--- src/rtl/wshb_arbiter_2m.sv ---
`default_nettype none
// ============================================================================
// Module      : wshb_arbiter_2m
// Description : Two-master round-robin Wishbone arbiter with a slave watchdog
//               that forces an error on the owner when a termination is late.
// Revision    : 1.0 - initial release
// ============================================================================
module wshb_arbiter_2m #(
  parameter int DATA_BYTES = 4,
  parameter int ADDR_WIDTH = 32,
  parameter int TIMEOUT    = 1023
) (
  input  logic                    sys_clk,
  input  logic                    sys_rst,
  // master 0
  input  logic                    m0_cyc,
  input  logic                    m0_stb,
  input  logic                    m0_we,
  input  logic [ADDR_WIDTH-1:0]   m0_adr,
  input  logic [8*DATA_BYTES-1:0] m0_dat_ms,
  input  logic [DATA_BYTES-1:0]   m0_sel,
  input  logic [2:0]              m0_cti,
  input  logic [1:0]              m0_bte,
  output logic                    m0_ack,
  output logic                    m0_err,
  output logic                    m0_rty,
  output logic [8*DATA_BYTES-1:0] m0_dat_sm,
  // master 1
  input  logic                    m1_cyc,
  input  logic                    m1_stb,
  input  logic                    m1_we,
  input  logic [ADDR_WIDTH-1:0]   m1_adr,
  input  logic [8*DATA_BYTES-1:0] m1_dat_ms,
  input  logic [DATA_BYTES-1:0]   m1_sel,
  input  logic [2:0]              m1_cti,
  input  logic [1:0]              m1_bte,
  output logic                    m1_ack,
  output logic                    m1_err,
  output logic                    m1_rty,
  output logic [8*DATA_BYTES-1:0] m1_dat_sm,
  // slave side
  output logic                    s_cyc,
  output logic                    s_stb,
  output logic                    s_we,
  output logic [ADDR_WIDTH-1:0]   s_adr,
  output logic [8*DATA_BYTES-1:0] s_dat_ms,
  output logic [DATA_BYTES-1:0]   s_sel,
  output logic [2:0]              s_cti,
  output logic [1:0]              s_bte,
  input  logic                    s_ack,
  input  logic                    s_err,
  input  logic                    s_rty,
  input  logic [8*DATA_BYTES-1:0] s_dat_sm,
  // status
  output logic [1:0]              grant,
  output logic [7:0]              timeout_cnt
);

  localparam int c_WD_W = (TIMEOUT < 2) ? 1 : $clog2(TIMEOUT + 1);
  localparam logic [c_WD_W-1:0] c_WD_MAX = c_WD_W'(TIMEOUT);

  localparam logic [1:0] c_IDLE = 2'd0;
  localparam logic [1:0] c_GNT0 = 2'd1;
  localparam logic [1:0] c_GNT1 = 2'd2;

  logic [1:0]        r_state;
  logic              r_last;
  logic [c_WD_W-1:0] r_wd;
  logic [7:0]        r_timeout_cnt;

  logic [1:0]        w_state_nxt;
  logic              w_last_nxt;
  logic              w_own0;
  logic              w_own1;
  logic              w_cyc;
  logic              w_stb;
  logic              w_pending;
  logic              w_expire;

  assign w_own0 = (r_state == c_GNT0);
  assign w_own1 = (r_state == c_GNT1);

  // On a tie in IDLE the master that was not served last wins.
  always_comb begin
    w_state_nxt = r_state;
    w_last_nxt  = r_last;
    case (r_state)
      c_IDLE: begin
        if (m0_cyc && (!m1_cyc || r_last)) begin
          w_state_nxt = c_GNT0;
        end else if (m1_cyc) begin
          w_state_nxt = c_GNT1;
        end
      end
      c_GNT0: begin
        if (!m0_cyc) begin
          w_state_nxt = c_IDLE;
          w_last_nxt  = 1'b0;
        end
      end
      c_GNT1: begin
        if (!m1_cyc) begin
          w_state_nxt = c_IDLE;
          w_last_nxt  = 1'b1;
        end
      end
      default: w_state_nxt = c_IDLE;
    endcase
  end

  always_comb begin
    w_cyc    = 1'b0;
    w_stb    = 1'b0;
    s_we     = 1'b0;
    s_adr    = '0;
    s_dat_ms = '0;
    s_sel    = '0;
    s_cti    = '0;
    s_bte    = '0;
    if (w_own0) begin
      w_cyc    = m0_cyc;
      w_stb    = m0_stb;
      s_we     = m0_we;
      s_adr    = m0_adr;
      s_dat_ms = m0_dat_ms;
      s_sel    = m0_sel;
      s_cti    = m0_cti;
      s_bte    = m0_bte;
    end else if (w_own1) begin
      w_cyc    = m1_cyc;
      w_stb    = m1_stb;
      s_we     = m1_we;
      s_adr    = m1_adr;
      s_dat_ms = m1_dat_ms;
      s_sel    = m1_sel;
      s_cti    = m1_cti;
      s_bte    = m1_bte;
    end
  end

  // A slave termination in the expiry cycle suppresses the forced error.
  assign w_pending = w_cyc & w_stb & ~s_ack & ~s_err & ~s_rty;
  assign w_expire  = w_pending & (r_wd == c_WD_MAX);

  assign s_cyc = w_cyc;
  assign s_stb = w_stb & ~w_expire;

  assign m0_ack    = w_own0 & s_ack;
  assign m0_err    = w_own0 & (s_err | w_expire);
  assign m0_rty    = w_own0 & s_rty;
  assign m0_dat_sm = w_own0 ? s_dat_sm : '0;

  assign m1_ack    = w_own1 & s_ack;
  assign m1_err    = w_own1 & (s_err | w_expire);
  assign m1_rty    = w_own1 & s_rty;
  assign m1_dat_sm = w_own1 ? s_dat_sm : '0;

  assign grant       = {w_own1, w_own0};
  assign timeout_cnt = r_timeout_cnt;

  always_ff @(posedge sys_clk or posedge sys_rst) begin
    if (sys_rst) begin
      r_state       <= c_IDLE;
      r_last        <= 1'b1;
      r_wd          <= '0;
      r_timeout_cnt <= '0;
    end else begin
      r_state <= w_state_nxt;
      r_last  <= w_last_nxt;
      if (w_pending && !w_expire) begin
        r_wd <= r_wd + c_WD_W'(1);
      end else begin
        r_wd <= '0;
      end
      if (w_expire && (r_timeout_cnt != 8'hFF)) begin
        r_timeout_cnt <= r_timeout_cnt + 8'd1;
      end
    end
  end

endmodule
`default_nettype wire
--- config.mk ---
export PLATFORM = sky130hd
export DESIGN_NAME = wshb_arbiter_2m
export DESIGN_NICKNAME = d
export VERILOG_FILES = /design/src/rtl/wshb_arbiter_2m.sv
export SDC_FILE = /design/constraint.sdc
export NUM_CORES = 1
export LEC_CHECK = 0
export CORE_AREA = 2 2 134 136
export CTS_CLUSTER_DIAMETER = 40
export CTS_CLUSTER_SIZE = 25
export DETAILED_ROUTE_END_ITERATION = 8
export DIE_AREA = 0 0 136 138
export HOLD_SLACK_MARGIN = 0.05
export SKIP_LAST_GASP = 1
export SYNTH_ARGS = -nofsm -noshare
export SYNTH_HDL_FRONTEND = slang
export SYNTH_SLANG_ARGS = --single-unit
--- constraint.sdc ---
create_clock -name sys_clk -period 3 [get_ports sys_clk]
set_clock_uncertainty 0.1 [all_clocks]
set_input_delay 0.45 -clock sys_clk [delete_from_list [all_inputs] [get_ports sys_clk]]
set_output_delay 0.45 -clock sys_clk [all_outputs]
set_load 0.02 [all_outputs]
==> metrics.md, run 1 <==
| Metric | Value |
|---|---|
| Worst skew pair latency | `about 250 ps` |
| Die area | `approximately 19000 sq um` |
| Total number of vias | `roughly 3500` |
| Tmin final | `~2900 ps` |
| Commonest non-fill, non-tap cells in the layout | `336 x clkdlybuf4s50_1, 74 x a22o_1, 68 x and2_1` |
| Number of fill cells in the layout | `1784` |
| Post-route cell area | `between 6000 and 7000 sq um` |
| Ys flop type | `dfrtp_1` |
| Slew HR | `0.473` |
| Drt via density | `roughly 4.2` |
| CP max-delay cell | `clkdlybuf4s50_1` |
| Placed cell area | `6100 sq um` |
| Total Power | `roughly 2.5 mW` |
| Routed WL | `roughly 15 mm` |
| Netlist cell types | `37` |
| Data arrival, critical path | `about 2300 ps` |
| Seq cells post-synth | `21` |
| Die Y | `between 100 and 150 um` |
| Worst setup EP type | `primary output` |
| Mean Syn Cell Area | `approximately 8.4 sq um` |
| WP data required | `~2500 ps` |
| Register area | `roughly 530 sq um` |
| Synth Cell Area | `approximately 2300 sq um` |
| GR Overflow Total | `0` |
| Metal-1 WL | `5.94 mm` |
| Setup ws final | `119 ps` |
| RR Endpoint | `timeout_cnt[1]$_DFFE_PP0P_` |
| Buffers on Ports | `about 340` |
| Ys async rst share | `1.00` |
| Startpoint Class | `flop` |
| N_diodes | `0` |
| Seq/Total Area, Yosys | `0.227` |
| Pwr dens | `between 400 and 500 nW/um^2` |
| Status | `complete, no violations` |
| Critical path cell sequence | `ha_2 -> and4_2 -> and3_2 -> a21oi_1 -> nor2b_1 -> clkdlybuf4s50_1` |
| Worst Tran Pin Value | `around 790 ps` |
| R2R depth | `5` |
| Std-Cell Rows | `49` |
| Final hold vios | `0` |
| Tcrit/Tclk final | `0.960` |
| Setup crit start | `r_wd[0]$_DFF_PP0_` |
| # DRC | `0` |
| RR Startpoint | `r_wd[0]$_DFF_PP0_` |
| Dpl ws | `129 ps` |
| Net count, final | `between 700 and 800` |
| CTS root buf | `clkbuf_16` |
| Multi-input gate area | `about 1700 sq um` |
| Setup TNS | `0 ps` |
| Final setup vio count | `0` |
| Total global-route track usage | `0.149` |
| Hold path startpoint | `r_last$_DFFE_PP1P_` |
| Yosys warnings | `0` |
| Syn nets | `about 470` |
| Hpwl dp | `13.0 mm` |
| Max-slew violation count | `0` |
| Clk sinks | `21` |
| Vias in the first global route | `3554` |
| Max Root-Sink Buffers | `2` |
| Top Layer Used | `met4` |
| Cells after Synth | `~280` |
| First-pass GRT wire length | `between 20 and 25 mm` |
| Critical path class | `reg2out` |
| Final Util | `0.353` |
| Gpl congestion | `0.807` |
| Post-cts hold buffer count | `0` |
| Most common cell after layout, fill and taps aside | `clkdlybuf4s50_1` |
| RSZ-0062 raised after global routing | `false` |
| R2R Setup Slk | `~1000 ps` |
| Post-synth EDFFs | `0` |
| Number of CTS-inserted buffers | `3` |
| Initial antenna violation count | `0` |
| Initial core utilization | `0.133` |
| Setup crit end | `m1_err` |
| Clock Pin Slew Worst Setup and Hold Paths | `around 60 ps` |
| Largest net degree at the start of global routing | `75` |
| TritonCTS clock tree | `built` |
| DIE WIDTH | `between 100 and 150 um` |
| Core region area | `about 18000 sq um` |
| Crit-path max cell delay | `around 600 ps` |
| Leak Pwr | `2.40 nW` |
| Area growth from synthesis to layout | `166%` |
| Fmax | `between 300 and 400 MHz` |
| Routed Antenna Nets | `0` |
| Crit path max fanout | `6` |
| Setup bufs post-CTS | `0` |
| Hold Path Class | `reg2reg` |
| Share of post-route cells with drive strength above 1 | `0.0596` |
| Num ports | `roughly 350` |
| Routed WL per cell | `approximately 19 um` |
| Met2 wire length | `between 6 and 7 mm` |
| Max VDD drop | `between 0.2 and 0.3 mV` |
| Drt pass-1 iters | `4` |
| H-tree depth | `1` |
| Max_cap viols | `0` |
| DRT iter0 DRCs | `109` |
| Met3 wire len | `approximately 2.2 mm` |
-- kinds of logic after synthesis --
logic type,after synthesis,share of synthesized area
buffers and inverters,30,0.0587
AND/OR/NAND/NOR,119,0.325
flip-flops,21,0.227
multiplexers,3,0.0140
adder cells (fa/ha/maj),2,0.0108
XOR/XNOR,12,0.0452
AO/OA/AOI/OAI,88,0.320
-- cell usage after synthesis (2+ instances only) --
| cell | number | share of area |
|---|---|---|
| ha_1 | 2 | 0.011 |
| dfrtp_1 | 20 | 0.22 |
| nor4_2 | 3 | 0.016 |
| mux2_2 | 2 | 0.0097 |
| a22o_1 | 74 | 0.28 |
| o21ai_0 | 2 | 0.0043 |
| and2_1 | 68 | 0.18 |
| buf_4 | 3 | 0.0097 |
| and3_1 | 5 | 0.013 |
| nor2b_1 | 3 | 0.0081 |
| nand3_1 | 6 | 0.013 |
| buf_2 | 10 | 0.022 |
| nand2_1 | 6 | 0.0097 |
| inv_1 | 3 | 0.0048 |
| o21a_1 | 2 | 0.0065 |
| xor2_1 | 11 | 0.041 |
| nor2_1 | 12 | 0.019 |
| a31oi_1 | 4 | 0.011 |
| nor3_1 | 2 | 0.0043 |
| a21oi_1 | 3 | 0.0065 |
| nand4_1 | 5 | 0.013 |
| clkbuf_1 | 13 | 0.021 |
| and4_1 | 2 | 0.0075 |
-- critical path, delay by kind of cell, from the launching register on --
kind            cells  cell delay, ps
simple gates        3             680
buf+inv             1             610
flops               1             430
fa+ha+maj           1             260
compound gates      1             100
-- flip-flops by register name, indices dropped and copies added, names as in the netlist --
register and count:
r_last 1, timeout_cnt 8, r_wd 10, r_state 2
-- through the flow --
| step | hold slack, ps | std cells |
|---|---|---|
| floorplan | 326 | 275 |
| global placement | 382 | 829 |
| detailed placement | 388 | 829 |
| CTS | 396 | 833 |
| global route | 415 | 833 |
| finish | 398 | 833 |
-- timing repair --
action,in CTS,in global routing
gates resized for setup,1,3
cloned,0,0
endpoints found under the setup margin,1,1
-- cell type report --
cell class	instances	area share
Timing Repair Buffer	352	0.582
Inverter	3	0.00182
Clock buffer	3	0.0121
Sequential cell	21	0.0852
Tap cell	229	0.0463
Clock inverter	1	0.000810
Multi-Input combinational cell	224	0.272
-- how the worst min path moves through the flow --
stage / depth (start not counted) / slack (ps) / end
after floorplan: 1 / 330 / r_state[0]$_DFFE_PP0P_
after global placement: 2 / 380 / r_last$_DFFE_PP1P_
after detailed placement: 2 / 390 / r_last$_DFFE_PP1P_
after CTS: 2 / 400 / r_last$_DFFE_PP1P_
after global routing: 2 / 410 / r_last$_DFFE_PP1P_
final: 2 / 400 / r_last$_DFFE_PP1P_
-- where the power goes --
group	internal, mW	total, mW	switching, mW	leakage, nW
Clock	0.179	0.281	0.102	0.0409
Combinational	1.00	1.93	0.933	2.07
Sequential	0.300	0.320	0.0200	0.287
-- routing by layer --
layer,vias up,GRT usage
met4,0,0.0291
met2,201,0.250
li1,1672,-
met3,18,0.0766
met1,1625,0.168
met5,-,0
Note: power is estimated with default switching activity, not from simulation.
==> run 2, diff against run 1 <==
--- a/config.mk
+++ b/config.mk
@@ -11,6 +11,7 @@
 export DETAILED_ROUTE_END_ITERATION = 8
 export DIE_AREA = 0 0 136 138
 export HOLD_SLACK_MARGIN = 0.05
+export RECOVER_POWER = 100
 export SKIP_LAST_GASP = 1
 export SYNTH_ARGS = -nofsm -noshare
 export SYNTH_HDL_FRONTEND = slang
==> run 2 against run 1 <==
Against the previous run:
- hold slack got worse by 1.4 ps
- register-to-register slack got worse by 350 ps
- critical endpoint is now s_adr[28]
- global-route usage unchanged
- critical path depth decreased by 2
- die area unchanged
- routed wire length decreased by 0.18%
- clock power about the same
- final cell count unchanged
- setup slack got worse by 6.6 ps
==> metrics.md, run 2 (same netlist as run 1, synthesis figures left out) <==
| Metric | Value |
|---|---|
| WP data required | `~2500 ps` |
| CTS root buf | `clkbuf_16` |
| Area growth from synthesis to layout | `162%` |
| Buffers on Ports | `around 340` |
| Multi-input gate area | `roughly 1700 sq um` |
| Final setup vio count | `0` |
| Tcrit/Tclk final | `0.963` |
| # DRC | `0` |
| First-pass GRT wire length | `21.3 mm` |
| RSZ-0062 raised after global routing | `false` |
| Initial core utilization | `0.133` |
| Register area | `527 sq um` |
| Vias in the first global route | `between 3000 and 4000` |
| Initial antenna violation count | `1` |
| Pwr dens | `around 400 nW/um^2` |
| Largest net degree at the start of global routing | `75` |
| Leak Pwr | `approximately 2.7 nW` |
| Core region area | `between 15000 and 20000 sq um` |
| Die Y | `between 100 and 150 um` |
| Startpoint Class | `flop` |
| Max reg flops | `10` |
| Worst Tran Pin Value | `788 ps` |
| DRT iter0 DRCs | `around 120` |
| Final hold vios | `0` |
| Routed Antenna Nets | `0` |
| # resized after CTS | `1` |
| Worst skew pair latency | `250 ps` |
| Worst setup EP type | `primary output` |
| Setup TNS | `0 ps` |
| Clock Pin Slew Worst Setup and Hold Paths | `60 ps` |
| Number of fill cells in the layout | `~1800` |
| Routed WL | `15.4 mm` |
| Drt via density | `around 4.2` |
| Std-Cell Rows | `slightly below 50` |
| Crit path max fanout | `37` |
| Tmin final | `between 2000 and 3000 ps` |
| Setup bufs post-CTS | `0` |
| Net count, final | `about 800` |
| Largest reg by FF count | `r_wd` |
| Commonest non-fill, non-tap cells in the layout | `208 x clkdlybuf4s50_1, 128 x dlygate4sd3_1, 74 x a22o_1` |
| Clk sinks | `21` |
| Share of post-route cells with drive strength above 1 | `0.0447` |
| Slew HR | `0.474` |
| Critical path class | `reg2out` |
| Total global-route track usage | `0.149` |
| Post-cts hold buffer count | `0` |
| H-tree depth | `1` |
| Max Root-Sink Buffers | `2` |
| Die area | `~19000 sq um` |
| Gpl congestion | `~0.8` |
| TritonCTS clock tree | `built` |
| Data arrival, critical path | `2340 ps` |
| Status | `complete, no violations` |
| N_diodes | `0` |
| Number of CTS-inserted buffers | `3` |
| Drt pass-1 iters | `4` |
| Hold Path Class | `reg2reg` |
| Final Hold Slack | `between 300 and 400 ps` |
| Max VDD drop | `around 0.26 mV` |
| Total number of vias | `~3500` |
| Most common cell after layout, fill and taps aside | `clkdlybuf4s50_1` |
| Max-slew violation count | `0` |
| Num ports | `around 350` |
| DIE WIDTH | `136 um` |
| GR Overflow Total | `0` |
| Fmax | `between 300 and 400 MHz` |
| Hpwl dp | `13.0 mm` |
| Routed WL per cell | `roughly 18 um` |
| Max_cap viols | `0` |
==> run 2: final timing paths <==
kind                                   startpoint                         end  slack, ps  cells after the start
min                            r_last$_DFFE_PP1P_          r_last$_DFFE_PP1P_        400                      2
min in group asynchronous                 sys_rst  timeout_cnt[7]$_DFFE_PP0P_        690                      2
max in group asynchronous                 sys_rst  timeout_cnt[2]$_DFFE_PP0P_       1620                      2
max                        r_state[1]$_DFFE_PP0P_                   s_adr[28]        110                      4
max reg2reg                r_state[1]$_DFFE_PP0P_  timeout_cnt[1]$_DFFE_PP0P_        670                      5
min reg2reg                    r_last$_DFFE_PP1P_          r_last$_DFFE_PP1P_        400                      2
==> run 2: where the power goes <==
group / internal [mW] / total [mW] / switching, mW
sequential: 0.300 / 0.320 / 0.0198
combinational: 0.878 / 1.79 / 0.916
clock: 0.179 / 0.279 / 0.100
==> run 2: area by class of cell <==
class / instances / area share
timing repair buffer: 352 / 0.580
multi-input combinational: 224 / 0.271
sequential: 21 / 0.0866
tap: 229 / 0.0471
clock buffer: 3 / 0.0123
inverter: 3 / 0.00185
clock inverter: 1 / 0.000823
==> run 2: stage by stage <==
stage	std cells	util	area (sq um)	power, mW	worst slack [ps]
after floorplan	275	-	2320	1.19	754
final	833	0.347	6080	2.39	112
after CTS	833	0.352	6180	2.57	12.2
after detailed placement	829	0.348	6100	2.28	129
after global placement	829	0.348	6100	2.27	204
after global routing	833	0.347	6080	2.52	13.0
==> run 2: per-layer routing <==
layer / vias to the layer above / GRT usage / share of wire
met3: 24 / 0.0766 / 0.15
met5: - / 0 / 0.00084
met1: 1613 / 0.168 / 0.38
li1: 1672 / - / -
met4: 2 / 0.0291 / 0.018
met2: 207 / 0.250 / 0.45
==> run 2: worst max-delay path, stage by stage, from the launching register on <==
cell	delay, ps
dfrtp_1	510
nor2b_4	240
clkbuf_4	410
a22o_1	210
dlygate4sd3_1	700
